<file path="src/rtl/rr_arb4_sel.sv">
// Four-channel round-robin arbiter that drives the mux4 select bus with a registered one-hot grant.
// Optional tenure limit: define RR_ARB_TIMEOUT_EN to force-release grants held for HOLD_MAX cycles.
module rr_arb4_sel #(
    parameter int unsigned HOLD_MAX = 8
) (
    input  logic       clk,
    input  logic       rst_n,
    input  logic [3:0] req,
    input  logic       ack,
    output logic [3:0] gnt,
    output logic [1:0] sel,
    output logic       busy,
    output logic       timeout
);

    typedef enum logic {
        IDLE  = 1'b0,
        GRANT = 1'b1
    } state_t;

    state_t     r_state, w_state_next;
    logic [3:0] r_gnt, w_gnt_next;
    logic [1:0] r_sel, w_sel_next;
    logic [1:0] r_last, w_last_next;

    logic [1:0] w_cand [4];
    logic [3:0] w_hit;
    logic [1:0] w_pick;
    logic       w_release;

    if (HOLD_MAX < 1 || HOLD_MAX > 255) begin : g_hold_max_range
        $error("rr_arb4_sel: HOLD_MAX must be in 1..255");
    end

    // Candidate gi is the channel visited at search position gi, starting just after last.
    for (genvar gi = 0; gi < 4; gi++) begin : g_search
        assign w_cand[gi] = r_last + 2'(gi + 1);
        assign w_hit[gi]  = req[w_cand[gi]];
    end

    always_comb begin
        w_pick = r_last;
        for (int i = 3; i >= 0; i--) begin
            if (w_hit[i]) begin
                w_pick = w_cand[i];
            end
        end
    end

    assign w_release = ack | ~req[r_sel];

`ifdef RR_ARB_TIMEOUT_EN
    logic [7:0] r_cnt, w_cnt_next;
    logic       r_timeout, w_timeout_next;
    logic       w_limit;

    // The HOLD_MAX-th cycle of tenure is the one whose closing edge releases.
    assign w_limit = (r_cnt == 8'(HOLD_MAX - 1));
`endif

    always_comb begin
        w_state_next = r_state;
        w_gnt_next   = r_gnt;
        w_sel_next   = r_sel;
        w_last_next  = r_last;
`ifdef RR_ARB_TIMEOUT_EN
        w_cnt_next     = r_cnt;
        w_timeout_next = 1'b0;
`endif
        case (r_state)
            IDLE: begin
                if (req != 4'b0000) begin
                    w_state_next = GRANT;
                    w_gnt_next   = 4'b0001 << w_pick;
                    w_sel_next   = w_pick;
                    w_last_next  = w_pick;
`ifdef RR_ARB_TIMEOUT_EN
                    w_cnt_next   = 8'd0;
`endif
                end
            end
            GRANT: begin
`ifdef RR_ARB_TIMEOUT_EN
                w_cnt_next = r_cnt + 8'd1;
                if (w_release || w_limit) begin
                    w_state_next   = IDLE;
                    w_gnt_next     = 4'b0000;
                    w_timeout_next = ~w_release;
                end
`else
                if (w_release) begin
                    w_state_next = IDLE;
                    w_gnt_next   = 4'b0000;
                end
`endif
            end
            default: begin
                w_state_next = IDLE;
                w_gnt_next   = 4'b0000;
            end
        endcase
    end

    always_ff @(posedge clk or negedge rst_n) begin
        if (!rst_n) begin
            r_state <= IDLE;
            r_gnt   <= 4'b0000;
            r_sel   <= 2'd0;
            r_last  <= 2'd3;
        end else begin
            r_state <= w_state_next;
            r_gnt   <= w_gnt_next;
            r_sel   <= w_sel_next;
            r_last  <= w_last_next;
        end
    end

`ifdef RR_ARB_TIMEOUT_EN
    always_ff @(posedge clk or negedge rst_n) begin
        if (!rst_n) begin
            r_cnt     <= 8'd0;
            r_timeout <= 1'b0;
        end else begin
            r_cnt     <= w_cnt_next;
            r_timeout <= w_timeout_next;
        end
    end

    assign timeout = r_timeout;
`else
    assign timeout = 1'b0;
`endif

    assign gnt  = r_gnt;
    assign sel  = r_sel;
    assign busy = (r_state == GRANT);

endmodule

</file>
<file path="config.mk">
export PLATFORM = sky130hd
export DESIGN_NAME = rr_arb4_sel
export DESIGN_NICKNAME = d
export VERILOG_FILES = /design/src/rtl/rr_arb4_sel.sv
export SDC_FILE = /design/constraint.sdc
export NUM_CORES = 1
export LEC_CHECK = 0
export ABC_AREA = 1
export CAP_MARGIN = 10
export CORE_UTILIZATION = 47
export DETAILED_ROUTE_END_ITERATION = 16
export GPL_TIMING_DRIVEN = 0
export PLACE_DENSITY = 0.75
export SLEW_MARGIN = 5
export SYNTH_ARGS = -nofsm -noshare
export SYNTH_HDL_FRONTEND = slang
export SYNTH_SLANG_ARGS = --single-unit
export TNS_END_PERCENT = 5
</file>
<file path="constraint.sdc">
create_clock -name clk -period 1.6 [get_ports clk]
set_clock_uncertainty 0.05 [all_clocks]
set_input_delay 0.32 -clock clk [delete_from_list [all_inputs] [get_ports clk]]
set_output_delay 0.32 -clock clk [all_outputs]
set_load 0.02 [all_outputs]
</file>
==> impl_metrics.env, run 1 <==
export IMPL_cts_max_path_buffers=2
export IMPL_via_per_inst=4.88
export IMPL_finalSetupViolCount=0
export IMPL_synth_fa_ha_area_share_pct=0
export IMPL_layout_min_cycle_time_ns=1.54
export IMPL_synth_area_per_cell_um2=7.03
export IMPL_synth_mux_area_share_pct=0
export IMPL_arrival_ns=1.64
export IMPL_numClockSinks=9
export IMPL_crit_chain="buf_8 > inv_8 > nand2_1 > nand3_1 > nand2_1 > inv_1 > nand2_2 > nand2_2 > nand2_4 > nand2_2 > nand3_1 > nand2_1"
export IMPL_yosys_area_share_simple_pct=45.4
export IMPL_switching_share_pct=50.5
export IMPL_final_period_utilization_pct=96.5
export IMPL_crit_slowest_cell="dfstp_2"
export IMPL_setup_slack_ns=0.0564
export IMPL_drt_wirelength_per_cell_um=11.1
export IMPL_port_buffer_count=13
export IMPL_drv_slew=0
export IMPL_final_layout_size_suffix_gt1_share_pct=29.9
export IMPL_grt_pass1_wl_um=2370
export IMPL_grt_start_max_net_pins=10
export IMPL_wirelength_um=1340
export IMPL_syn_nets=96
export IMPL_diodes=0
export IMPL_clk_pin_slew_worst_paths_ns=0.06
export IMPL_holdWs_ns=0.302
export IMPL_drcViolationCount=0
export IMPL_netlist_instances=89
export IMPL_leakagePower_nw=0.512
export IMPL_clock_power_share_pct=9.8
export IMPL_insertion_delay_ns=0.26
export IMPL_synth_seq_cells=9
export IMPL_numCtsBuffers=3
export IMPL_synth_compound_area_share_pct=6.00
export IMPL_fin_nets=115
export IMPL_die_height_um=38.5
export IMPL_grt_pass1_vias=569
export IMPL_synth_top_family_by_area="simple AND/OR/NAND/NOR gates"
export IMPL_critPathKind="flip-flop to flip-flop"
export IMPL_required_ns=1.70
export IMPL_tritoncts="yes"
export IMPL_root_buffer="clkbuf_4"
export IMPL_critPathTopFamily="simple AND/OR/NAND/NOR gates"
export IMPL_p_per_area_nw_per_um2=2160
export IMPL_dieArea_um2=1480
export IMPL_max_freq_mhz=648
export IMPL_critPathMaxStageDelay_ns=0.53
export IMPL_power_frac_seq_pct=24.4
export IMPL_grt_overflow=0
export IMPL_initial_utilization_pct=53.4
export IMPL_combPwrFrac_pct=65.8
export IMPL_crit_fanout=8
export IMPL_ys_types=20
export IMPL_io_pins=15
export IMPL_place_ws_ns=-0.210
export IMPL_power_switching_mw=0.908
export IMPL_h_tree_depth=1
export IMPL_end_kind="flip-flop"
export IMPL_p_int_mw=0.890
export IMPL_dp_hpwl_um=972
export IMPL_first_iter_violations=10
export IMPL_die_x_um=38.5
export IMPL_grt_usage_pct=23.8
export IMPL_hold_viol=0
export IMPL_ant_nets=0
export IMPL_synth_warnings=0
export IMPL_p_total_mw=1.80
export IMPL_via_count=591
export IMPL_yosysSeqAreaShare_pct=36.4
export IMPL_design_core_area_um2=1170
export IMPL_vdd_drop_max_v=0.00117
export IMPL_firstDrtPassIters=4
export IMPL_synth_area_um2=626
export IMPL_final_core_util_pct=71.2
export IMPL_min_path_type="input pin to asynchronous set/reset pin"
export IMPL_rsz0062_at_grt="yes"
export IMPL_startpoint_type="flip-flop"
export IMPL_area_delta_synth_final_pct=33.2
export IMPL_antenna_found_initial=0
export IMPL_synth_xor_area_share_pct=0
export IMPL_status="finished clean"
export IMPL_path_buf_inv=3
export IMPL_cap_violations=0
export IMPL_rows=12
export IMPL_place_gp_congestion=0.758
[power by group through the flow]
| stage | combinational, mW | sequential, mW | clock (mW) |
|---|---|---|---|
| final | 1.18 | 0.439 | 0.177 |
| after global placement | 1.12 | 0.430 | 0 |
| after CTS | 1.13 | 0.430 | 0.181 |
| after detailed placement | 1.14 | 0.432 | 0 |
| after global routing | 1.32 | 0.452 | 0.192 |
| after floorplan | 0.790 | 0.497 | 0 |
[placed cells by master (no fill, tap or decap), types with 3 or more instances in the layout]
cell             Yosys  final
clkdlybuf4s50_1      0      6
dlymetal6s2s_1       0      4
inv_1                9      8
clkbuf_4             0      3
nand2_1             32     31
nand3_1              6      5
nand2_2             14     15
dlygate4sd2_1        0      3
dfrtp_1              7      7
nand4_1              3      3
[flip-flops by register name, summed over array words and instances (netlist names)]
| signal | flops |
|---|---|
| sel | 2 |
| busy | 1 |
| r_last | 2 |
| gnt | 4 |
[final timing paths]
path	startpoint	endpoint	slack, ns	depth (start not counted)
max	r_last[0]	gnt[2]	0.06	12
min	rst_n	gnt[1]	0.30	1
max reg2reg	r_last[0]	gnt[2]	0.06	12
min reg2reg	gnt[2]	gnt[2]	0.43	2
max in group asynchronous	rst_n	r_last[1]	0.87	1
min in group clk	gnt[2]	gnt[2]	0.43	2
[synthesized netlist by cell type]
cell / n / area, um^2
nand2_2: 14 / 87.6
o21ai_0: 3 / 15.0
buf_6: 1 / 11.3
clkinv_2: 1 / 5.00
conb_1: 1 / 3.75
a21oi_1: 2 / 10.0
nand2_1: 32 / 120
dfstp_2: 2 / 52.6
inv_2: 1 / 3.75
nand2_4: 1 / 11.3
inv_8: 1 / 11.3
o211ai_1: 1 / 7.51
buf_4: 1 / 7.51
nand4_1: 3 / 18.8
nor2_2: 1 / 6.26
nand3_2: 1 / 10.0
o21ai_1: 1 / 5.00
nand3_1: 6 / 30.0
dfrtp_1: 7 / 175
inv_1: 9 / 33.8
[worst reg2reg max path, stage by stage (launching register included)]
cell and delay (ns):
dfstp_2 0.53, buf_8 0.13, inv_8 0.05, nand2_1 0.06, nand3_1 0.09, nand2_1 0.08, inv_1 0.05, nand2_2 0.08
nand2_2 0.07, nand2_4 0.07, nand2_2 0.05, nand3_1 0.06, nand2_1 0.06
[metrics by stage]
step	TNS, ns	std cells	area (um^2)
6_report	0	121	833
5_1_grt	-0.0937	121	833
4_1_cts	0	120	796
3_5_place_dp	-1.31	116	773
3_3_place_gp	-1.15	116	773
2_1_floorplan	0	89	626
[logic make-up after synthesis]
logic type      count (synthesis)
compound gates                  7
buf+inv                        14
flops                           9
other cells                     1
simple gates                   58
[routing by layer]
| layer | GRT usage, % | vias up | share of wire, % |
|---|---|---|---|
| met5 | 0 | - | 0 |
| met3 | 10.5 | 4 | 5.4 |
| met2 | 35.0 | 12 | 45 |
| met1 | 32.0 | 264 | 48 |
| met4 | 5.17 | 0 | 1.1 |
| li1 | - | 311 | - |
[final cells by class]
type                       count  area [um^2]
tap                           14         17.5
clock buffer                   4         26.3
inverter                      12         53.8
multi-input combinational     66          342
sequential                     9          228
timing repair buffer          14          144
fill                         113          338
buffer                         2         22.5
[timing repair]
action,4_1_cts,5_1_grt
hold buffers,0,0
resized for setup,3,11
endpoints found under the setup margin,3,12
setup buffers,0,1
Note: power is estimated with default switching activity, not from simulation.
==> run 2, diff against run 1 <==
- RECOVER_POWER: unset -> 50
==> run 2 against run 1 <==
  * First-iteration DRC count unchanged
  * Clock power is essentially flat
  * Via count did not move
  * Sequential share of layout area increased by 0.29 points
  * Sequential power is essentially flat
  * Global-route usage did not move
  * Critical path depth is the same
  * Worst hold slack better by 0.069 ns
  * Fmax about the same
  * Setup slack about the same
  * Largest power group unchanged
==> impl_metrics.env, run 2 (synthesized netlist as in run 1, its figures left out) <==
export IMPL_diodes=0
export IMPL_cts_max_path_buffers=2
export IMPL_grt_pass1_wl_um=2370
export IMPL_end_kind="flip-flop"
export IMPL_max_freq_mhz=648
export IMPL_finalSetupViolCount=0
export IMPL_critPathMaxStageDelay_ns=0.53
export IMPL_antenna_found_initial=0
export IMPL_h_tree_depth=1
export IMPL_hold_viol=0
export IMPL_critPathTopFamily="simple AND/OR/NAND/NOR gates"
export IMPL_fin_nets=115
export IMPL_numCtsBuffers=3
export IMPL_multi_input_area_um2=342
export IMPL_rows=12
export IMPL_min_path_type="input pin to asynchronous set/reset pin"
export IMPL_highest_layer="met4"
export IMPL_via_per_inst=4.88
export IMPL_die_x_um=38.5
export IMPL_final_layout_size_suffix_gt1_share_pct=29.9
export IMPL_place_gp_congestion=0.758
export IMPL_grt_pass1_vias=569
export IMPL_required_ns=1.70
export IMPL_clk_pin_slew_worst_paths_ns=0.06
export IMPL_critPathKind="flip-flop to flip-flop"
export IMPL_design_area_um2=825
export IMPL_hold_buffers=0
export IMPL_layout_min_cycle_time_ns=1.54
export IMPL_drv_slew=0
export IMPL_setup_slack_ns=0.0565
export IMPL_io_pins=15
export IMPL_dp_hpwl_um=972
export IMPL_r2r_cells=12
export IMPL_wirelength_um=1350
export IMPL_design_core_area_um2=1170
export IMPL_first_iter_violations=10
export IMPL_reg2reg_to="gnt[2]"
export IMPL_met3WireLength_um=72
export IMPL_place_area_um2=773
export IMPL_initial_utilization_pct=53.4
export IMPL_final_core_util_pct=70.4
export IMPL_die_height_um=38.5
export IMPL_final_cell_mix="31 x nand2_1, 15 x nand2_2, 8 x inv_1"
export IMPL_drt_wirelength_per_cell_um=11.1
export IMPL_final_common_cell="nand2_1"
export IMPL_tns_ns=0
export IMPL_route_met2_wl_um=610
export IMPL_cap_violations=0
export IMPL_status="finished clean"
export IMPL_p_per_area_nw_per_um2=2170
export IMPL_firstDrtPassIters=4
export IMPL_met1_length_um=647
export IMPL_arrival_ns=1.64
export IMPL_via_count=591
export IMPL_port_buffer_count=13
export IMPL_crit_slowest_cell="dfstp_2"
export IMPL_numClockSinks=9
export IMPL_ant_nets=0
export IMPL_grt_usage_pct=23.8
export IMPL_reg2reg_slack_ns=0.06
export IMPL_grt_overflow=0
export IMPL_startpoint_type="flip-flop"
export IMPL_crit_chain="buf_8 > inv_8 > nand2_1 > nand3_1 > nand2_1 > inv_1 > nand2_2 > nand2_2 > nand2_4 > nand2_2 > nand3_1 > nand2_1"
export IMPL_r2r_start="r_last[0]"
export IMPL_register_area_um2=228
export IMPL_rsz0062_at_grt="yes"
export IMPL_place_ws_ns=-0.210
export IMPL_tritoncts="yes"
export IMPL_vdd_drop_max_v=0.00117
export IMPL_largest_reg_flops=4
export IMPL_num_fill_cells=116
export IMPL_insertion_delay_ns=0.26
export IMPL_holdWs_ns=0.372
export IMPL_dieArea_um2=1480
export IMPL_final_period_utilization_pct=96.5
export IMPL_drcViolationCount=0
export IMPL_path_buf_inv=3
export IMPL_crit_cells=12
export IMPL_crit_fanout=8
export IMPL_area_delta_synth_final_pct=31.8
export IMPL_grt_start_max_net_pins=10
export IMPL_root_buffer="clkbuf_4"
export IMPL_leakagePower_nw=0.494
run 2: cell types whose count changed in the layout (fill, tap and decap cells not counted), sizes merged:
cell	before	now
clkbuf	4	5
clkdlybuf4s50	6	5
dlygate4sd3	0	1
dlymetal6s2s	4	3
run 2: area by class of cell:
type	instances	share of cell area, %
Multi-Input combinational cell	66	41.4
Sequential cell	9	27.6
Timing Repair Buffer	14	16.4
Buffer	2	2.73
Clock buffer	4	3.19
Inverter	12	6.53
Tap cell	14	2.12
run 2: repair_timing:
item	in CTS	in global routing
gates resized for setup	3	11
setup buffers	0	1
setup endpoints to repair	3	12
pin swaps	0	0
run 2: how the worst max path moves through the flow:
stage          slack, ns  endpoint       from
6_report            0.06    gnt[2]  r_last[0]
5_1_grt            -0.04    gnt[2]  r_last[0]
4_1_cts            0.005    gnt[0]     gnt[0]
3_5_place_dp       -0.21    gnt[1]     req[1]
3_3_place_gp       -0.19    gnt[2]     req[1]
2_1_floorplan       0.18    gnt[0]  r_last[0]
run 2: through the flow:
step | cells | total power [mW]
3_5_place_dp | 116 | 1.57
5_1_grt | 121 | 1.96
2_1_floorplan | 89 | 1.29
6_report | 121 | 1.79
3_3_place_gp | 116 | 1.55
4_1_cts | 120 | 1.74
run 2: report_power, final:
part	switching [mW]	internal [mW]	total [mW]
clock network	0.0805	0.0962	0.177
logic	0.734	0.443	1.18
registers	0.0939	0.345	0.439
run 2: routing by layer:
layer | GRT usage [%] | vias to the layer above
li1 | - | 311
met1 | 32.0 | 264
met2 | 35.0 | 12
met3 | 10.5 | 4
met4 | 5.17 | 0
met5 | 0 | -
==> run 3, diff against run 2 <==
- ABC_CLOCK_PERIOD_IN_PS: unset -> 1600
==> results of run 3 <==
Final layout, timing and power as in run 2 (identical DEF).
